### src/rtl/ex_muldiv_unit_if.sv
// ex_muldiv_unit_if: ID/EX to EX multiply/divide handshake.
// Ports: START/OP/DATA1/DATA2 issue an RV32M op; RESULT/DONE return it; BUSY stalls the pipeline.
// master = pipeline side, slave = muldiv unit.
interface ex_muldiv_unit_if #(
    parameter int XLEN = 32
);
    logic            START;
    logic [2:0]      OP;
    logic [XLEN-1:0] DATA1;
    logic [XLEN-1:0] DATA2;
    logic [XLEN-1:0] RESULT;
    logic            DONE;
    logic            BUSY;
    modport master (output START, OP, DATA1, DATA2, input RESULT, DONE, BUSY);
    modport slave  (input START, OP, DATA1, DATA2, output RESULT, DONE, BUSY);
endinterface

### src/rtl/ex_muldiv_unit.sv
// ex_muldiv_unit: iterative RV32M MUL/MULH/MULHSU/MULHU/DIV/DIVU/REM/REMU unit, one bit per cycle.
// Ports: CLK, RESET (sync, active-high), bus (slave): START/OP/DATA1/DATA2 in, RESULT/DONE/BUSY out.
module ex_muldiv_unit #(
    parameter int XLEN  = 32,
    parameter int CNT_W = 6
) (
    input logic             CLK,
    input logic             RESET,
    ex_muldiv_unit_if.slave bus
);
    localparam logic [1:0] S_IDLE = 2'd0, S_MUL = 2'd1, S_DIV = 2'd2, S_DONE = 2'd3;
    localparam logic [XLEN-1:0] MIN_NEG = {1'b1, {(XLEN-1){1'b0}}};
    localparam logic [CNT_W-1:0] LAST = CNT_W'(XLEN-1);
    logic [1:0]        state_q, state_d;
    logic [CNT_W-1:0]  cnt_q, cnt_d;
    logic [2*XLEN-1:0] acc_q, acc_d;
    logic [XLEN-1:0]   opb_q, opb_d, result_q, result_d;
    logic [1:0]        op_q, op_d;
    logic              neg_a_q, neg_a_d, neg_b_q, neg_b_d;
    logic              sgn_a, sgn_b, neg_a, neg_b, div0, ovf;
    logic [XLEN-1:0]   mag_a, mag_b, quo, rem;
    logic [XLEN:0]     mul_sum, div_sh, div_diff;
    logic [2*XLEN-1:0] mul_next, div_next, mul_full;
    assign sgn_a = bus.OP inside {3'd1, 3'd2, 3'd4, 3'd6};
    assign sgn_b = bus.OP inside {3'd1, 3'd4, 3'd6};
    assign neg_a = sgn_a & bus.DATA1[XLEN-1];
    assign neg_b = sgn_b & bus.DATA2[XLEN-1];
    assign mag_a = neg_a ? -bus.DATA1 : bus.DATA1;
    assign mag_b = neg_b ? -bus.DATA2 : bus.DATA2;
    assign div0  = bus.DATA2 == '0;
    assign ovf   = sgn_b & (bus.DATA1 == MIN_NEG) & (&bus.DATA2);
    // acc holds {partial product high, multiplier} for MUL and {remainder, dividend/quotient} for DIV
    assign mul_sum  = {1'b0, acc_q[2*XLEN-1:XLEN]} + {1'b0, (acc_q[0] ? opb_q : {XLEN{1'b0}})};
    assign mul_next = {mul_sum, acc_q[XLEN-1:1]};
    assign div_sh   = {acc_q[2*XLEN-1:XLEN], acc_q[XLEN-1]};
    assign div_diff = div_sh - {1'b0, opb_q};
    // borrow out of the subtract means restore the shifted remainder and shift in a 0 quotient bit
    assign div_next = div_diff[XLEN] ? {div_sh[XLEN-1:0], acc_q[XLEN-2:0], 1'b0}
                                     : {div_diff[XLEN-1:0], acc_q[XLEN-2:0], 1'b1};
    assign mul_full = (neg_a_q ^ neg_b_q) ? -mul_next : mul_next;
    assign quo      = (neg_a_q ^ neg_b_q) ? -div_next[XLEN-1:0] : div_next[XLEN-1:0];
    assign rem      = neg_a_q ? -div_next[2*XLEN-1:XLEN] : div_next[2*XLEN-1:XLEN];
    // combinational so ID/EX freezes in the START cycle itself
    assign bus.BUSY   = ~RESET & (((state_q == S_IDLE) & bus.START) | (state_q == S_MUL) | (state_q == S_DIV));
    assign bus.DONE   = state_q == S_DONE;
    assign bus.RESULT = result_q;
    always_comb begin
        state_d  = state_q;
        cnt_d    = cnt_q;
        acc_d    = acc_q;
        opb_d    = opb_q;
        op_d     = op_q;
        neg_a_d  = neg_a_q;
        neg_b_d  = neg_b_q;
        result_d = result_q;
        if (state_q == S_IDLE && bus.START) begin
            op_d    = bus.OP[1:0];
            neg_a_d = neg_a;
            neg_b_d = neg_b;
            opb_d   = mag_b;
            acc_d   = {{XLEN{1'b0}}, mag_a};
            cnt_d   = '0;
            state_d = !bus.OP[2] ? S_MUL : (div0 | ovf) ? S_DONE : S_DIV;
            if (bus.OP[2] && (div0 || ovf))
                result_d = bus.OP[1] ? (div0 ? bus.DATA1 : '0) : (div0 ? '1 : MIN_NEG);
        end else if (state_q == S_MUL || state_q == S_DIV) begin
            acc_d = (state_q == S_MUL) ? mul_next : div_next;
            if (cnt_q == LAST) begin
                state_d  = S_DONE;
                result_d = (state_q == S_MUL) ? ((op_q == 2'd0) ? mul_full[XLEN-1:0] : mul_full[2*XLEN-1:XLEN])
                                              : (op_q[1] ? rem : quo);
            end else
                cnt_d = cnt_q + 1'b1;
        end else if (state_q == S_DONE)
            state_d = S_IDLE;
    end
    always_ff @(posedge CLK) begin
        if (RESET) begin
            state_q  <= S_IDLE;
            cnt_q    <= '0;
            acc_q    <= '0;
            opb_q    <= '0;
            op_q     <= '0;
            neg_a_q  <= 1'b0;
            neg_b_q  <= 1'b0;
            result_q <= '0;
        end else begin
            state_q  <= state_d;
            cnt_q    <= cnt_d;
            acc_q    <= acc_d;
            opb_q    <= opb_d;
            op_q     <= op_d;
            neg_a_q  <= neg_a_d;
            neg_b_q  <= neg_b_d;
            result_q <= result_d;
        end
    end
endmodule

### src/flat_wrapper.sv
// flat-port wrapper written by rule: the top's interface ports become plain ports
module ex_muldiv_unit_flat 
#(
    parameter int XLEN  = 32,
    parameter int CNT_W = 6
)
  (CLK, RESET, bus_START, bus_OP, bus_DATA1, bus_DATA2, bus_RESULT, bus_DONE, bus_BUSY);
  ex_muldiv_unit_if #(.XLEN(XLEN)) bus_i ();
  input logic CLK;
  input logic RESET;
  input wire logic [$bits(bus_i.START)-1:0] bus_START;
  input wire logic [$bits(bus_i.OP)-1:0] bus_OP;
  input wire logic [$bits(bus_i.DATA1)-1:0] bus_DATA1;
  input wire logic [$bits(bus_i.DATA2)-1:0] bus_DATA2;
  output wire logic [$bits(bus_i.RESULT)-1:0] bus_RESULT;
  output wire logic [$bits(bus_i.DONE)-1:0] bus_DONE;
  output wire logic [$bits(bus_i.BUSY)-1:0] bus_BUSY;
  assign bus_i.START = bus_START;
  assign bus_i.OP = bus_OP;
  assign bus_i.DATA1 = bus_DATA1;
  assign bus_i.DATA2 = bus_DATA2;
  assign bus_RESULT = bus_i.RESULT;
  assign bus_DONE = bus_i.DONE;
  assign bus_BUSY = bus_i.BUSY;
  ex_muldiv_unit #(.XLEN(XLEN), .CNT_W(CNT_W)) u_core (.CLK(CLK), .RESET(RESET), .bus(bus_i));
endmodule
### config.mk
export PLATFORM = sky130hd
export DESIGN_NAME = ex_muldiv_unit_flat
export DESIGN_NICKNAME = d
export VERILOG_FILES = /design/src/rtl/ex_muldiv_unit_if.sv /design/src/rtl/ex_muldiv_unit.sv /design/src/flat_wrapper.sv
export SDC_FILE = /design/constraint.sdc
export NUM_CORES = 1
export LEC_CHECK = 0
export CAP_MARGIN = 20
export CORE_ASPECT_RATIO = 1.25
export CORE_MARGIN = 5
export CORE_UTILIZATION = 55
export CTS_CLUSTER_SIZE = 20
export DETAILED_ROUTE_END_ITERATION = 10
export GPL_TIMING_DRIVEN = 0
export PLACE_DENSITY = 0.79
export SLEW_MARGIN = 30
export SYNTH_ARGS = -nofsm -noshare
export SYNTH_HDL_FRONTEND = slang
export SYNTH_SLANG_ARGS = --single-unit
### constraint.sdc
create_clock -name CLK -period 4.3 [get_ports CLK]
set_input_delay 0.86 -clock CLK [delete_from_list [all_inputs] [get_ports CLK]]
set_output_delay 0.86 -clock CLK [all_outputs]
set_load 0.01 [all_outputs]
==> reports/qor.yml <==
p_leak_nw: 7.38
cts.path.max_buffers: 2
grt_pass1_wl_um: 121000
yosysSeqAreaShare: 0.172
timing.fmax_mhz: 219
via_per_inst: 7.15
drive_gt1_frac: 0.140
yosys_warnings: 0
vias: 21000
placed_area_mm2: 0.0179
synth_flop_cell: "dfxtp_1"
cts_tree: "yes"
syn_to_final_growth_pct: 24.5
tightest_slew_ns: 1.07
antenna_found_initial: 2
final_cell_count_no_fill: 2941
coreArea_mm2: 0.0293
placementRows: 70
relSlewSlack: 0.286
cts_htree_levels: 4
numPortBuffers: 102
ys_top_cells_by_count: "nor2_1, a21oi_1, nand2_1, o21ai_0, dfxtp_1"
cpMaxStageDelayCell: "or4b_4"
crit_path_max_incr_delay_ns: 0.62
synth_area_leader_cell: "dfxtp_1"
setup_ws_ns: -0.264
ctsHoldBuffers: 0
dp.cells: 2851
die_x_um: 164
dpl.hpwl_um: 62500
rsz0062_at_grt: "yes"
worstPathArrival_ns: 4.90
final-hold-violation-count: 0
routed_wl_um: 84100
endpoint_kind: "flip-flop"
powerDensity_mw_per_mm2: 350
ys_ff_latch: 140
initial_utilization: 0.558
clkTransAtPathRegs_ns: 0.07
die_h_um: 203
cts.sinks: 140
synthTopCellsByArea: "dfxtp_1, nor2_1, a21oi_1"
nets: 2677
ys_types: 91
track_usage: 0.480
fin_crit_sh: 1.06
cp_cell_sequence: "inv_4 > nor2_1 > ha_1 > a211oi_4 > buf_4 > o21ai_4 > nand2_1 > xnor2_1 > or4b_4 > nor3_4 > a31oi_1 > xor2_1 > a2111oi_4 > nor3_1"
fin_crit_ns: 4.56
ys_async_sr_fraction: 0
synth.most_common_cell: "nor2_1"
overflow: 0
finalSetupViolCount: 20
cts_buffers: 17
critPathRequiredTime_ns: 4.64
ir_worst_vdd_v: 0.000265
wire_per_inst_um: 28.6
avgSynthCellArea_um2: 6.94
fp.dieArea_mm2: 0.0333
drv_slew: 0
synth-edff-count: 0
clock_latency_ns: 0.47
drc_errors: 0
hold_path.class: "reg2reg"
gp_congestion: 1.09
path_class: "reg2reg"
grt_max_degree: 17
maxCapViolCount: 0
syn_inst: 2353
io_pins: 104
root_buffer: "clkbuf_16"
synth_fp_nets: 2500
worst-path-buf-inv: 2
finClkSkew_ns: 0.0149
synth_area_mm2: 0.0163
path_max_fanout: 6
violations: "negative setup slack"
crit_path_start_kind: "flip-flop"
path_delay_family: "simple AND/OR/NAND/NOR gates"
first_global_vias: 19700
ant_nets: 0
drt_iter0_drc: 3591
synth_top_area_share: 0.172
firstDrtPassIters: 7
design_area_mm2: 0.0203
outcome: "finished, violations left"
final timing paths:
check | from | end | depth (start not counted) | slack [ns]
worst max register to register | u_core.acc_q[0]$_SDFFE_PP0P_ | u_core.bus.RESULT[18]$_SDFFE_PP0P_ | 14 | -0.26
worst max-delay path | u_core.acc_q[0]$_SDFFE_PP0P_ | u_core.bus.RESULT[18]$_SDFFE_PP0P_ | 14 | -0.26
worst min-delay path | u_core.opb_q[31]$_SDFFE_PP0P_ | u_core.opb_q[31]$_SDFFE_PP0P_ | 2 | 0.47
worst min register to register | u_core.opb_q[31]$_SDFFE_PP0P_ | u_core.opb_q[31]$_SDFFE_PP0P_ | 2 | 0.47
metrics by stage:
| step | power [mW] | hold WS (ns) | util | setup WS [ns] | setup TNS (ns) |
|---|---|---|---|---|---|
| floorplan | 3.67 | 0.432 | - | 0.00505 | 0 |
| global placement | 4.67 | 0.446 | 0.610 | -2.27 | -48.02 |
| detailed placement | 4.71 | 0.455 | 0.611 | -1.80 | -49.32 |
| CTS | 6.55 | 0.465 | 0.666 | -0.0207 | -0.0364 |
| global route | 7.28 | 0.514 | 0.695 | -0.295 | -2.87 |
| finish | 7.11 | 0.468 | 0.695 | -0.264 | -1.59 |
power breakdown:
group	switching [mW]	total, mW	internal (mW)
Clock	0.770	1.60	0.832
Sequential	0.0918	1.48	1.39
Combinational	2.62	4.02	1.40
cells in the final DEF (no fill, tap or decap), drive strengths merged, types with 53 or more instances in the layout:
cell type        n
mux2i           82
xnor2           97
buf             99
nor3            55
xor2           104
nand2          216
ha              75
dfxtp          140
o21ai          169
inv             75
nor2           308
clkdlybuf4s50  102
a211oi          80
a21oi          227
a31oi           53
clkbuf         143
final cells by class:
cell class / count / area [um^2]
diodes: 2 / 5.00
well taps: 396 / 495
flip-flops and latches: 140 / 2820
plain buffers: 163 / 813
clock buffers: 17 / 425
multi-input cells: 1977 / 13800
clock inverters: 15 / 176
repair buffers: 164 / 1530
inverters: 67 / 256
fillers: 2412 / 8920
routing by layer:
layer,GRT usage,part of all wire
met3,0.138,0.12
met4,0.470,0.13
met5,0,0
met2,0.724,0.42
met1,0.529,0.33
worst min-delay path, stage by stage, from the launching register on:
cell and delay, ns:
dfxtp_1 0.32, nand2_1 0.06, a21oi_1 0.05
registers in the layout (all words and copies together) (netlist names):
register / cells
u_core.acc_q: 64
u_core.bus.RESULT: 32
u_core.cnt_q: 6
u_core.neg_a_q: 1
u_core.neg_b_q: 1
u_core.op_q: 2
u_core.opb_q: 32
u_core.state_q: 2
logic make-up (layout without fill, tap and decap cells):
family          Yosys count  after routing  share of synthesized area
compound gates          777            777                      0.307
xor+xnor                201            201                      0.108
fa+ha+maj                77             77                     0.0599
buf+inv                 236            426                     0.0561
flops                   140            140                      0.172
mux                      94             94                     0.0586
other cells               0              2                          0
simple gates            828            828                      0.239
what timing repair did:
| item | in CTS | in global routing |
|---|---|---|
| endpoints found under the setup margin | 53 | 35 |
| pin swaps | 33 | 63 |
| gates resized for setup | 176 | 159 |
| buffers inserted | 30 | 31 |
| gates cloned | 0 | 1 |
Note: power is estimated with default switching activity, not from simulation.
